[src/rtl/core_y_drive_sequencer_pkg.sv]
// Shared definitions for the core Y drive sequencer and its sector-line helpers.
//   - seq_state_t   : sequencer state encoding (IDLE, READ, GAP, RESTORE)
//   - SECTOR_COUNT  : number of one-hot Y/sector select lines
//   - DEFAULT_WIDTH : core word width (two 13-bit syllables + two parity bits)
//   - cnt_width()   : width of a down-counter that can hold max(a, b) - 1
package core_y_drive_sequencer_pkg;

    localparam int SECTOR_COUNT  = 8;
    localparam int DEFAULT_WIDTH = 28;

    typedef enum logic [1:0] {
        ST_IDLE    = 2'd0,
        ST_READ    = 2'd1,
        ST_GAP     = 2'd2,
        ST_RESTORE = 2'd3
    } seq_state_t;

    function automatic int cnt_width(input int a, input int b);
        int m;
        m = (a > b) ? a : b;
        return (m > 1) ? $clog2(m) : 1;
    endfunction

endpackage

[src/rtl/core_y_drive_sequencer_onehot8_check.sv]
// onehot8_check: combinational one-hot validity test for an 8-line select bus.
// Shared with the DS/IS sector lines, so it knows nothing about polarity:
// callers invert active-low buses before presenting them.
//   sel   in  8  active-high select lines
//   valid out 1  exactly one line of sel is set
module onehot8_check
    import core_y_drive_sequencer_pkg::*;
(
    input  logic [SECTOR_COUNT-1:0] sel,
    output logic                    valid
);

    localparam logic [SECTOR_COUNT-1:0] ONE = SECTOR_COUNT'(1);

    // x & (x-1) clears the lowest set bit; zero result means at most one bit.
    assign valid = (sel != '0) && ((sel & (sel - ONE)) == '0);

endmodule

[src/rtl/core_y_drive_sequencer.sv]
// core_y_drive_sequencer: sequences one destructive-read / restore core cycle
// for the Y line selected by the active-low one-hot sector decode.
//   CLK, RESET      clock; asynchronous active-high reset
//   START           cycle request, sampled only in IDLE
//   WRITE           with START: 1 = store WDATA, 0 = read and restore
//   AY_N [8]        active-low one-hot Y select, sampled with START
//   WDATA [WIDTH]   store data, sampled with START
//   SENSE_IN [WIDTH] sense-amplifier outputs, captured at the sense strobe
//   YRD / YWR [8]   active-high one-hot Y read / write drive
//   INH [WIDTH]     per-bit inhibit during write drive (high blocks a 1)
//   SENSE_STB       sense strobe, last READ cycle
//   RDATA [WIDTH]   word captured at the sense strobe
//   BUSY, DONE, ERR cycle in progress, completion pulse, bad-select pulse
// Every output is a flop loaded from the next-state decode, so nothing on an
// input reaches an output without passing a clock edge.
module core_y_drive_sequencer
    import core_y_drive_sequencer_pkg::*;
#(
    parameter int READ_CYCLES  = 4,
    parameter int WRITE_CYCLES = 4,
    parameter int WIDTH        = DEFAULT_WIDTH
) (
    input  logic                    CLK,
    input  logic                    RESET,
    input  logic                    START,
    input  logic                    WRITE,
    input  logic [SECTOR_COUNT-1:0] AY_N,
    input  logic [WIDTH-1:0]        WDATA,
    input  logic [WIDTH-1:0]        SENSE_IN,
    output logic [SECTOR_COUNT-1:0] YRD,
    output logic [SECTOR_COUNT-1:0] YWR,
    output logic [WIDTH-1:0]        INH,
    output logic                    SENSE_STB,
    output logic [WIDTH-1:0]        RDATA,
    output logic                    BUSY,
    output logic                    DONE,
    output logic                    ERR
);

    localparam int            CW      = cnt_width(READ_CYCLES, WRITE_CYCLES);
    localparam logic [CW-1:0] RD_LOAD = CW'(READ_CYCLES - 1);
    localparam logic [CW-1:0] WR_LOAD = CW'(WRITE_CYCLES - 1);
    localparam logic [CW-1:0] CNT_ONE = CW'(1);

    seq_state_t              state, state_nxt;
    logic [CW-1:0]           cnt, cnt_nxt;
    logic [SECTOR_COUNT-1:0] sel_q, sel_nxt;
    logic [SECTOR_COUNT-1:0] sel_dec;
    logic                    sel_ok;
    logic                    wr_q;
    logic [WIDTH-1:0]        wdata_q;
    logic [WIDTH-1:0]        restore_word;
    logic                    accept, reject, done_nxt;

    assign sel_dec = ~AY_N;

    onehot8_check u_ay_check (
        .sel   (sel_dec),
        .valid (sel_ok)
    );

    // RDATA is already loaded when GAP hands over to RESTORE, so a read
    // cycle restores exactly the word the strobe captured.
    assign restore_word = wr_q ? wdata_q : RDATA;

    always_comb begin
        state_nxt = state;
        cnt_nxt   = cnt;
        sel_nxt   = sel_q;
        accept    = 1'b0;
        reject    = 1'b0;
        done_nxt  = 1'b0;
        unique case (state)
            ST_IDLE: begin
                if (START) begin
                    if (sel_ok) begin
                        accept    = 1'b1;
                        sel_nxt   = sel_dec;
                        state_nxt = ST_READ;
                        cnt_nxt   = RD_LOAD;
                    end else begin
                        reject    = 1'b1;
                    end
                end
            end
            ST_READ: begin
                if (cnt == '0) state_nxt = ST_GAP;
                else           cnt_nxt   = cnt - CNT_ONE;
            end
            ST_GAP: begin
                state_nxt = ST_RESTORE;
                cnt_nxt   = WR_LOAD;
            end
            ST_RESTORE: begin
                if (cnt == '0) begin
                    state_nxt = ST_IDLE;
                    done_nxt  = 1'b1;
                end else begin
                    cnt_nxt   = cnt - CNT_ONE;
                end
            end
            default: state_nxt = ST_IDLE;
        endcase
    end

    always_ff @(posedge CLK or posedge RESET) begin
        if (RESET) begin
            state   <= ST_IDLE;
            cnt     <= '0;
            sel_q   <= '0;
            wr_q    <= 1'b0;
            wdata_q <= '0;
        end else begin
            state <= state_nxt;
            cnt   <= cnt_nxt;
            sel_q <= sel_nxt;
            if (accept) begin
                wr_q    <= WRITE;
                wdata_q <= WDATA;
            end
        end
    end

    // Output flops: decoded from the state being entered, so each output
    // lines up with the cycle its state occupies.
    always_ff @(posedge CLK or posedge RESET) begin
        if (RESET) begin
            YRD       <= '0;
            YWR       <= '0;
            INH       <= '0;
            SENSE_STB <= 1'b0;
            RDATA     <= '0;
            BUSY      <= 1'b0;
            DONE      <= 1'b0;
            ERR       <= 1'b0;
        end else begin
            YRD       <= (state_nxt == ST_READ)    ? sel_nxt       : '0;
            YWR       <= (state_nxt == ST_RESTORE) ? sel_nxt       : '0;
            INH       <= (state_nxt == ST_RESTORE) ? ~restore_word : '0;
            SENSE_STB <= (state_nxt == ST_READ) && (cnt_nxt == '0);
            BUSY      <= (state_nxt != ST_IDLE);
            DONE      <= done_nxt;
            ERR       <= reject;
            // Capture on the edge that closes the strobe cycle; held until
            // the next strobe, including across write cycles.
            if (SENSE_STB) RDATA <= SENSE_IN;
        end
    end

endmodule
[config.mk]
export PLATFORM = sky130hd
export DESIGN_NAME = core_y_drive_sequencer
export DESIGN_NICKNAME = d
export VERILOG_FILES = /design/src/rtl/core_y_drive_sequencer_pkg.sv /design/src/rtl/core_y_drive_sequencer_onehot8_check.sv /design/src/rtl/core_y_drive_sequencer.sv
export SDC_FILE = /design/constraint.sdc
export NUM_CORES = 1
export LEC_CHECK = 0
export ABC_AREA = 1
export BUFFER_PORTS_ARGS = -buffer_cell sky130_fd_sc_hd__buf_2
export CORE_UTILIZATION = 45
export DETAILED_ROUTE_END_ITERATION = 8
export GPL_ROUTABILITY_DRIVEN = 0
export PLACE_DENSITY = 0.72
export SYNTH_ARGS = -nofsm -noshare
export SYNTH_HDL_FRONTEND = slang
export SYNTH_HIERARCHICAL = 1
export SYNTH_SLANG_ARGS = --single-unit
[constraint.sdc]
create_clock -name CLK -period 5 [get_ports CLK]
set_clock_uncertainty 0.15 [all_clocks]
set_input_delay 0.75 -clock CLK [delete_from_list [all_inputs] [get_ports CLK]]
set_output_delay 0.75 -clock CLK [all_outputs]
set_load 0.01 [all_outputs]
==> metrics.cfg <==
[drt]
vias = 3800
drt_wl_total_um = 10700
antenna_left = 0
drc_errors = 0
via_per_inst = 4.75
first_pass_iters = 4
wl_per_cell_um = 13.3
drtIter0Drc = 176

[power_and_ir_drop]
sw_frac_of_total_pct = 33.6
p_int_w = 0.00239
leakagePower_nw = 3.31
p_per_area_nw_per_um2 = 600
combinationalPowerShare_pct = 27.3
power.switching_w = 0.00121
p_total_w = 0.00359
vdd_drop_max_mv = 0.299
clkPwrFrac_pct = 32.6
seq_power_share_pct = 40.2

[worst_setup_path]
crit_type = reg -> out
path_delay_family = flip-flops
crit_start = SENSE_STB$_DFF_PP0_
cpMaxStageDelayCell = dfrtp_2
endpoint_kind = primary output
cp.arrival_ps = 1720
crit_path_max_incr_delay_ps = 940
path_cells = buf_2
critPathMaxFanout = 57
critical_path_required_ps = 4100
path_buf_inv = 1
r2r_start = state[0]$_DFF_PP0_
crit_path_start_kind = flip-flop

[cts]
cts_tree = built
clock_latency_ps = 510
clk_pin_slew_worst_paths_ps = 50
cts_buffers = 17
holdBufCountCts = 0
clock-root-buffer = clkbuf_8
htree_levels = 4
cts_buffer_depth = 2
cts_resized = 0
cts_sinks = 117
cts_setup_buffers = 0

[timing]
worstMarginPinSlew_ps = 1110
rsz0062_at_grt = no
fmax_mhz = 381
post-route-period-util_pct = 52.5
final.setup.tns_ps = 0
finalHoldViolCount = 0
max_slew_margin_pct = 25.5
min_period_ps = 2620
maxSlewViolCount = 0
setup_violations = 0

[min_path]
hold_path.class = in -> reg
hp-start = SENSE_IN[17]

[finish]
nets = 722
n_antenna_cell = 0
fillCellCount = 887
layout_commonest_cell = nand2_1
area_growth_pct = 28.2
drive_gt1_share_pct = 28.2
layout_common_cells = nand2_1, buf_2, dfrtp_1, inv_1, o21ai_0
seqCellArea_um2 = 2930
multi_input_comb_area_um2 = 1340

[floorplanning]
die_area_um2 = 10800
rows = 36
ios = 144
die_width_um = 104
fp.dieH_um = 104
core_um2 = 9910
initial_utilization_pct = 47.1

[yosys]
synth.avg_cell_area_um2 = 9.05
synth_cell_types = 18
synth-seq-area-share_pct = 62.7
synth_area_um2 = 4670
synth_nets = 584
netlist_instances = 516
synth_warnings = 6
synth_seq_cells = 117

[flow_run]
cap_violations = 0

[placement]
port_buffers = 143
detailed_place_hpwl_um = 6850

[global_route]
grt_usage_pct = 21.1
grt_pass1_vias = 3882
antenna_found_initial = 0
grt_max_degree = 60
grt_pass1_wl_um = 17900
grt_overflow_total = 0

[status]
status = complete, no violations

==> path summary, 6_finish.rpt <==
kind                                          end  slack (ps)  cells past startpoint
setup reg to reg                 YWR[2]$_DFF_PP0_        2660                      5
max in group asynchronous        wr_q$_DFFE_PP0P_        3870                      3
hold / removal              RDATA[17]$_DFFE_PP0P_         300                      3
min in group asynchronous        YWR[1]$_DFF_PP0_         310                      3
hold reg to reg            wdata_q[1]$_DFFE_PP0P_         320                      2
setup / recovery                        SENSE_STB        2380                      1
==> layer usage <==
metal,vias to the layer above,routed length [um],track usage [%],part of all wire [%]
met4,0,219,9.49,2.1
met2,134,5230,35.8,49
li1,1866,-,-,-
met5,-,0,0,0
met3,20,518,4.57,4.9
met1,1780,4690,25.9,44
==> kinds of logic after synthesis <==
logic type             after synthesis  synth area share [%]
and+or+nand+nor                    249                  22.1
buffers and inverters               90                  8.71
DFF                                117                  62.7
AOI/OAI and AO/OA                   60                  6.51
==> power groups by stage <==
stage               Combinational (W)  Clock, W  Sequential (W)
floorplan                    0.000527         0         0.00153
global placement             0.000968         0         0.00144
detailed placement            0.00100         0         0.00146
CTS                           0.00100   0.00119         0.00145
global route                  0.00111   0.00123         0.00148
finish                       0.000979   0.00117         0.00144
==> flip-flops by register name, indices dropped and copies added (netlist names) <==
register	count
INH	28
cnt	2
wdata_q	28
SENSE_STB	1
wr_q	1
RDATA	28
ERR	1
state	2
BUSY	1
DONE	1
YWR	8
YRD	8
sel_q	8
==> cell usage after synthesis <==
cell type	instances	share of area, %
nand4_1	3	0.40
nand2_1	147	12
nor2_2	4	0.54
nand3_1	39	4.2
buf_6	5	1.2
clkbuf_1	5	0.40
buf_2	13	1.4
nor2_4	1	0.24
buf_4	4	0.64
inv_2	1	0.080
dfrtp_1	117	63
nand3b_1	1	0.16
o21ai_0	59	6.3
nor2_1	51	4.1
nand2_4	1	0.24
inv_1	62	5.0
o21ai_2	1	0.19
nand3_2	2	0.43
==> per-stage QoR <==
| step | utilization [%] | cells | area (um^2) | setup WS, ps | hold slack, ps |
|---|---|---|---|---|---|
| floorplan | - | 516 | 4670 | 999 | 292 |
| global placement | 54.7 | 768 | 5420 | 2220 | 305 |
| detailed placement | 54.7 | 768 | 5420 | 2070 | 308 |
| CTS | 60.4 | 800 | 5990 | 2320 | 280 |
| global route | 60.4 | 800 | 5990 | 2250 | 283 |
| finish | 60.4 | 800 | 5990 | 2380 | 299 |
==> final cells by class <==
type	count	share of cell area, %
Multi-Input combinational cell	309	22.4
Clock buffer	21	7.33
Tap cell	133	2.78
Timing Repair Buffer	146	12.3
Inverter	63	3.99
Clock inverter	11	2.21
Sequential cell	117	48.9
Note: power is estimated with default switching activity, not from simulation.
